<file path="src/rtl/wb_register_file.sv">
// Write-back receiving register file for the 16-bit MIPS pipeline.
// Two combinational read ports with same-cycle bypass and a pending-write scoreboard.
module wb_register_file #(
  parameter int DATA_W = 16,
  parameter int ADDR_W = 3,
  parameter int NREGS  = 8
) (
  input  logic              clk,
  input  logic              reset,
  input  logic              wb_en,
  input  logic [ADDR_W-1:0] wb_addr,
  input  logic [DATA_W-1:0] ans_wb,
  input  logic [ADDR_W-1:0] rs_addr,
  input  logic [ADDR_W-1:0] rt_addr,
  input  logic              rs_use,
  input  logic              rt_use,
  input  logic              iss_en,
  input  logic [ADDR_W-1:0] iss_dst,
  output logic [DATA_W-1:0] rs_data,
  output logic [DATA_W-1:0] rt_data,
  output logic              stall,
  output logic [NREGS-1:0]  pending
);

  // Register 0 is hardwired to zero, so no storage exists for it.
  logic [DATA_W-1:0] r_regs [NREGS-1:1];
  logic [NREGS-1:1]  r_pend;

  logic [NREGS-1:0]  w_wb_hit;
  logic [NREGS-1:0]  w_iss_hit;
  logic [NREGS-1:0]  w_pend_all;
  logic [NREGS-1:0]  w_pend_eff;
  logic [DATA_W-1:0] w_rs_reg;
  logic [DATA_W-1:0] w_rt_reg;
  logic              w_rs_byp;
  logic              w_rt_byp;
  logic              w_rs_haz;
  logic              w_rt_haz;
  logic              w_iss_ok;

  always_comb begin
    w_wb_hit  = '0;
    w_iss_hit = '0;
    for (int i = 1; i < NREGS; i++) begin
      w_wb_hit[i]  = wb_en && (wb_addr == ADDR_W'(i));
      w_iss_hit[i] = w_iss_ok && (iss_dst == ADDR_W'(i));
    end
  end

  assign w_pend_all = {r_pend, 1'b0};
  // A write-back landing this cycle resolves the hazard immediately.
  assign w_pend_eff = w_pend_all & ~w_wb_hit;

  assign w_rs_haz = rs_use && w_pend_eff[rs_addr];
  assign w_rt_haz = rt_use && w_pend_eff[rt_addr];
  assign stall    = w_rs_haz || w_rt_haz;
  assign w_iss_ok = iss_en && !stall;
  assign pending  = w_pend_all;

  always_comb begin
    w_rs_reg = '0;
    w_rt_reg = '0;
    for (int i = 1; i < NREGS; i++) begin
      if (rs_addr == ADDR_W'(i))
        w_rs_reg = r_regs[i];
      if (rt_addr == ADDR_W'(i))
        w_rt_reg = r_regs[i];
    end
  end

  assign w_rs_byp = w_wb_hit[rs_addr];
  assign w_rt_byp = w_wb_hit[rt_addr];

  always_comb begin
    rs_data = w_rs_reg;
    rt_data = w_rt_reg;
    if (w_rs_byp)
      rs_data = ans_wb;
    if (w_rt_byp)
      rt_data = ans_wb;
  end

  always_ff @(posedge clk or negedge reset) begin
    if (!reset) begin
      for (int i = 1; i < NREGS; i++)
        r_regs[i] <= '0;
    end else begin
      for (int i = 1; i < NREGS; i++)
        if (w_wb_hit[i])
          r_regs[i] <= ans_wb;
    end
  end

  // A new producer issuing this cycle outranks the retiring one.
  always_ff @(posedge clk or negedge reset) begin
    if (!reset) begin
      r_pend <= '0;
    end else begin
      for (int i = 1; i < NREGS; i++) begin
        if (w_iss_hit[i])
          r_pend[i] <= 1'b1;
        else if (w_wb_hit[i])
          r_pend[i] <= 1'b0;
      end
    end
  end

endmodule

</file>
<file path="config.mk">
export PLATFORM = sky130hd
export DESIGN_NAME = wb_register_file
export DESIGN_NICKNAME = d
export VERILOG_FILES = /design/src/rtl/wb_register_file.sv
export SDC_FILE = /design/constraint.sdc
export NUM_CORES = 1
export LEC_CHECK = 0
export CAP_MARGIN = 15
export CORE_AREA = 2 2 147 149
export DETAILED_ROUTE_END_ITERATION = 8
export DIE_AREA = 0 0 149 151
export GPL_ROUTABILITY_DRIVEN = 0
export HOLD_SLACK_MARGIN = 0.05
export PLACE_DENSITY_LB_ADDON = 0.12
export SLEW_MARGIN = 30
export SYNTH_ARGS = -nofsm -noshare
export SYNTH_HDL_FRONTEND = slang
export SYNTH_SLANG_ARGS = --single-unit
</file>
<file path="constraint.sdc">
create_clock -name clk -period 3.47 [get_ports clk]
set_clock_uncertainty 0.2 [all_clocks]
set_input_delay 0.5205 -clock clk [delete_from_list [all_inputs] [get_ports clk]]
set_output_delay 0.5205 -clock clk [all_outputs]
set_load 0.005 [all_outputs]
</file>
; Word-level counts from Yosys, hierarchy flattened
; Index checks and enable logic that the tools add are counted.
[word_totals]
wordCells = 110
inputBits = 34
regBits = 119
output_inout_bits = 41
[op_classes]
reduce_logical = 26
mux = 38
bitwise_logic = 2
n_eq_ne = 28
n_lt_le_gt_ge = 2
[op_table]
columns = cell, count
row1 = 16-bit two-way mux, 16
row2 = "3-bit == test, second input constant", 16
row3 = "3-bit by 2-bit == test with 1-bit output, second input constant", 8
row4 = 1-bit two-way mux, 18
row5 = 1-bit logical AND, 17
row6 = 2-bit nonzero test, 7
row7 = 1-bit binary-select mux with 3-bit select, 4
row8 = "3-bit by 1-bit == test with 1-bit output, second input constant", 4
row9 = 8-bit AND, 1
row10 = "3-bit by 4-bit < comparator with 1-bit output, second input constant", 2
row11 = 8-bit inverter, 1
row12 = 1-bit logical NOT, 1
row13 = 1-bit logical OR, 1

; Longest topological paths before layout
[depth]
depth_word = 12
ltp_mapped = 7
mapped_depth_nobuf = 5

; Worst setup path before layout
; OpenSTA, ideal clock, no wires.
[synth_path]
path_kind = input-to-output
start = input wb_addr[0]
end = output rs_data[12]
n_path_buf = 2
arrival_time_ns = 1.806
path_slack_ns = 0.944
stages = 7
path_cell_list = and4b_1 -> clkbuf_1 -> mux2i_1 -> o221ai_1 -> clkbuf_1 -> nand2_1 -> o21ai_1
[synth_between]
elab_chain_cells = 5
word_cells_on_any_way = 17
cone_classes = eq/ne (7) / mux (3) / reduce/logical (7)
[synth_rtl]
columns = item, line_no
row1 = start: declaration, 11  ; input logic [ADDR_W-1:0] wb_addr,
row2 = "3-bit by 1-bit == test with 1-bit output, or another cell as far along", 45  ; w_wb_hit[i] = wb_en && (wb_addr == ADDR_W'(i));
row3 = 1-bit logical AND, 45
row4 = 1-bit binary-select mux with 3-bit select *, 71  ; assign w_rs_byp = w_wb_hit[rs_addr];
row5 = 1-bit two-way mux (not written as such) *, 71
row6 = 16-bit two-way mux *, 77  ; if (w_rs_byp)
row7 = end: declaration, 19  ; output logic [DATA_W-1:0] rs_data,
; Every way passes the cells marked *; elsewhere a longest branch is shown, timed or not. The select of a mux whose other input is x is not followed.

; Worst setup path after layout
[layout_path]
start = input wb_addr[0]
end = output rt_data[6]
[layout_between]
elab_chain_cells = 5
word_cells_on_any_way = 17
cone_classes = eq/ne (7) / mux (3) / reduce/logical (7)
[layout_rtl]
columns = item, line_no
row1 = "3-bit by 1-bit == test with 1-bit output, or another cell as far along", 45
row2 = 1-bit logical AND, 45
row3 = 1-bit binary-select mux with 3-bit select *, 72  ; assign w_rt_byp = w_wb_hit[rt_addr];
row4 = 1-bit two-way mux (not written as such) *, 72
row5 = 16-bit two-way mux *, 79  ; if (w_rt_byp)
row6 = end: declaration, 20  ; output logic [DATA_W-1:0] rt_data,
; Marked as above.

==> metrics <==
leading cell types in the layout, fill and taps excluded 138 x nand2_1, 127 x mux2_2, 119 x dfrtp_1; H-tree depth 4; R2R Path Start r_pend[1]$_DFFE_PN0P_; total routed wirelength 22.7 mm; Post-Syn Area 0.00700 mm²; CP max stage delay 0.55 ns; clock share of power 0.361; most frequent CP cell clkdlybuf4s50_1; Net Switching 1350 µW; initial core utilization 0.336; gr usage total 0.207; largest net degree at the start of global routing 64; reg-to-reg setup timing slack 1.80 ns; core region area 0.0208 mm²; WHS Path Cells 2; Die W 149 µm; Critical R2R Capture r_pend[3]$_DFFE_PN0P_; CTS tree done; Power per Cell Area 540 mW/mm²; Clock Sinks 119; period utilisation layout 1.01; ANT nets after route 0; Unique masters post-synth 47; I/O pin count 75; DP Worst Slack -0.0295 ns; failing checks setup timing; synthesis-stage register bit count 119; worst min path class reg2reg; WL per Instance 21.8 µm; vias post-DR 5,692; crit path kind in2out; Starting DRT DRC Count 315; Die H 151 µm; CTS Buf Count 17; # setup viols final 2; root buffer cell clkbuf_16; worst path required time 2.75 ns; Layout area overhead 28.5%; outcome finished, violations left; crit-path cells clkdlybuf4s50_1, buf_4, a31oi_1, or3_1, a21oi_4, buf_12, nand2_1, o31ai_1, clkdlybuf4s50_1; number of synthesized flops with an enable pin 0; Post-Syn Nets 700; number of inserted diodes 0; Synth Warn # 0; Peak VDD IR 209 µV; Logic pwr share 0.245; Sw Share 0.277; CP endpoint kind primary output; crit path launch type primary input; syn_area_per_cell 10.5 µm²; worst-case reg-to-reg path depth 6; DR pass1 iterations 5; Syn Inst Count 666; antenna violations before repair 0; Leak 0.00399 µW; clock transition at the registers of the reported paths 0.05 ns; setup ws final -0.0198 ns; CP bufs+invs 4; final hold vios 0; Worst Path Arrival 2.77 ns; die area 0.0225 mm²; worst hold slack 0.297 ns; Slew Limit Fails 0; CTS Buffer Depth 2; post-route DRC violation count 0; number of global-route vias before repair 5,846; layout cells sized above 1 0.334; fin nets 787; worst slew pin tran 0.810 ns; Tmin final 3.49 ns; Worst slew margin 0.460; Worst-Skew Late Latency 0.41 ns; commonest non-fill, non-tap cell in the layout nand2_1; first-pass GRT wire length 34.9 mm; MaxCap Viol Count 0; port bufs 73; routed vias/inst 5.47; unrepaired setup endpoints after global routing true; Flop pwr share 0.394; Crit-path slowest cell clkdlybuf4s50_1; register area share after synthesis 0.426; hold path startpoint r_regs[93]$_DFFE_PN0P_; hpwl dp 14.8 mm; worst hold endpoint r_regs[93]$_DFFE_PN0P_; Primary FF master, synth dfrtp_1; Cell Rows 53; fmax 0.287 GHz; CP Max Fanout 16; Cell Int Power 3510 µW; Crit path max-delay family buffers and inverters; total gr overflow 0; Power Total 4860 µW; Post-synth ARST share 1.00
power groups by stage:
stage / Clock, µW / Sequential (µW) / Combinational, µW
finish: 1760 / 1920 / 1190
global route: 1850 / 1960 / 1300
CTS: 1800 / 1910 / 1210
detailed placement: 0 / 1930 / 1210
global placement: 0 / 1910 / 1190
floorplan: 0 / 1860 / 750
worst max-delay path by stage:
| stage | endpoint | start | cells past startpoint | slack [ns] |
|---|---|---|---|---|
| detailed placement | rt_data[5] | wb_addr[2] | 9 | -0.03 |
| global placement | rt_data[5] | wb_addr[0] | 9 | -0.02 |
| CTS | rt_data[1] | wb_addr[2] | 9 | -0.01 |
| global route | rt_data[10] | wb_addr[0] | 9 | -0.10 |
| finish | rt_data[6] | wb_addr[0] | 9 | -0.02 |
| floorplan | rs_data[12] | wb_addr[0] | 7 | 0.94 |
logic make-up (layout without fill, tap and decap cells):
logic type / after synthesis / count (layout) / share of synthesized area
AND/OR/NAND/NOR: 188 / 188 / 0.131
multiplexers: 145 / 145 / 0.259
AO/OA/AOI/OAI: 132 / 132 / 0.131
flip-flops: 119 / 119 / 0.426
buffers and inverters: 77 / 177 / 0.0483
XOR/XNOR: 4 / 4 / 0.00501
other: 1 / 1 / 0.000536
sequential cells by signal, summed over array words and instances, names as in the netlist:
name,count
r_pend,7
r_regs,112
per-stage QoR:
stage / area [µm²] / utilization / TNS (ns) / std cells
floorplan: 7000 / - / 0 / 666
global placement: 8270 / 0.397 / -0.0179 / 1007
detailed placement: 8270 / 0.397 / -0.0295 / 1007
CTS: 8870 / 0.426 / -0.0146 / 1040
global route: 8990 / 0.432 / -0.259 / 1041
finish: 8990 / 0.432 / -0.0259 / 1041
cell usage after synthesis, types with 4 or more instances:
cell type	n	share of area
nor2b_1	20	0.018
o21ai_0	31	0.022
buf_1	4	0.0021
o31ai_1	18	0.019
a21oi_1	19	0.014
mux2_2	127	0.20
clkbuf_1	47	0.025
and4b_1	4	0.0057
nand2_1	138	0.074
nand3_1	6	0.0043
dfrtp_1	119	0.43
inv_1	5	0.0027
o22ai_1	18	0.016
mux4_2	16	0.051
buf_4	4	0.0043
a221oi_1	31	0.039
buf_2	15	0.011
tightest hold or removal path: stages, from the launching register on:
cell and delay [ns]:
dfrtp_1 0.36, nand2_1 0.05, nand2_1 0.05
layer usage:
layer	up-vias	global-route usage	part of all wire	routed length (µm)
met4	0	0.0733	0.021	478
met2	129	0.333	0.47	10700
met5	-	0	0	0
li1	2610	-	-	-
met1	2925	0.285	0.47	10700
met3	28	0.0310	0.037	836
cell type report:
class,count,area [µm²]
multi-input cells,470,3710
inverters,5,18.8
clock buffers,24,492
repair buffers,140,1350
well taps,275,344
clock inverters,8,95.1
flip-flops and latches,119,2980
fillers,2019,11800
repair_timing:
item / in CTS / in global routing
hold buffers: 1 / 0
gates resized for setup: 1 / 40
setup buffers: 0 / 0
pin swaps: 0 / 1
cloned: 0 / 1
endpoints found under the setup margin: 1 / 31
endpoints found under the hold margin: 56 / 0
No activity file was read; power rests on OpenSTA's default activity.
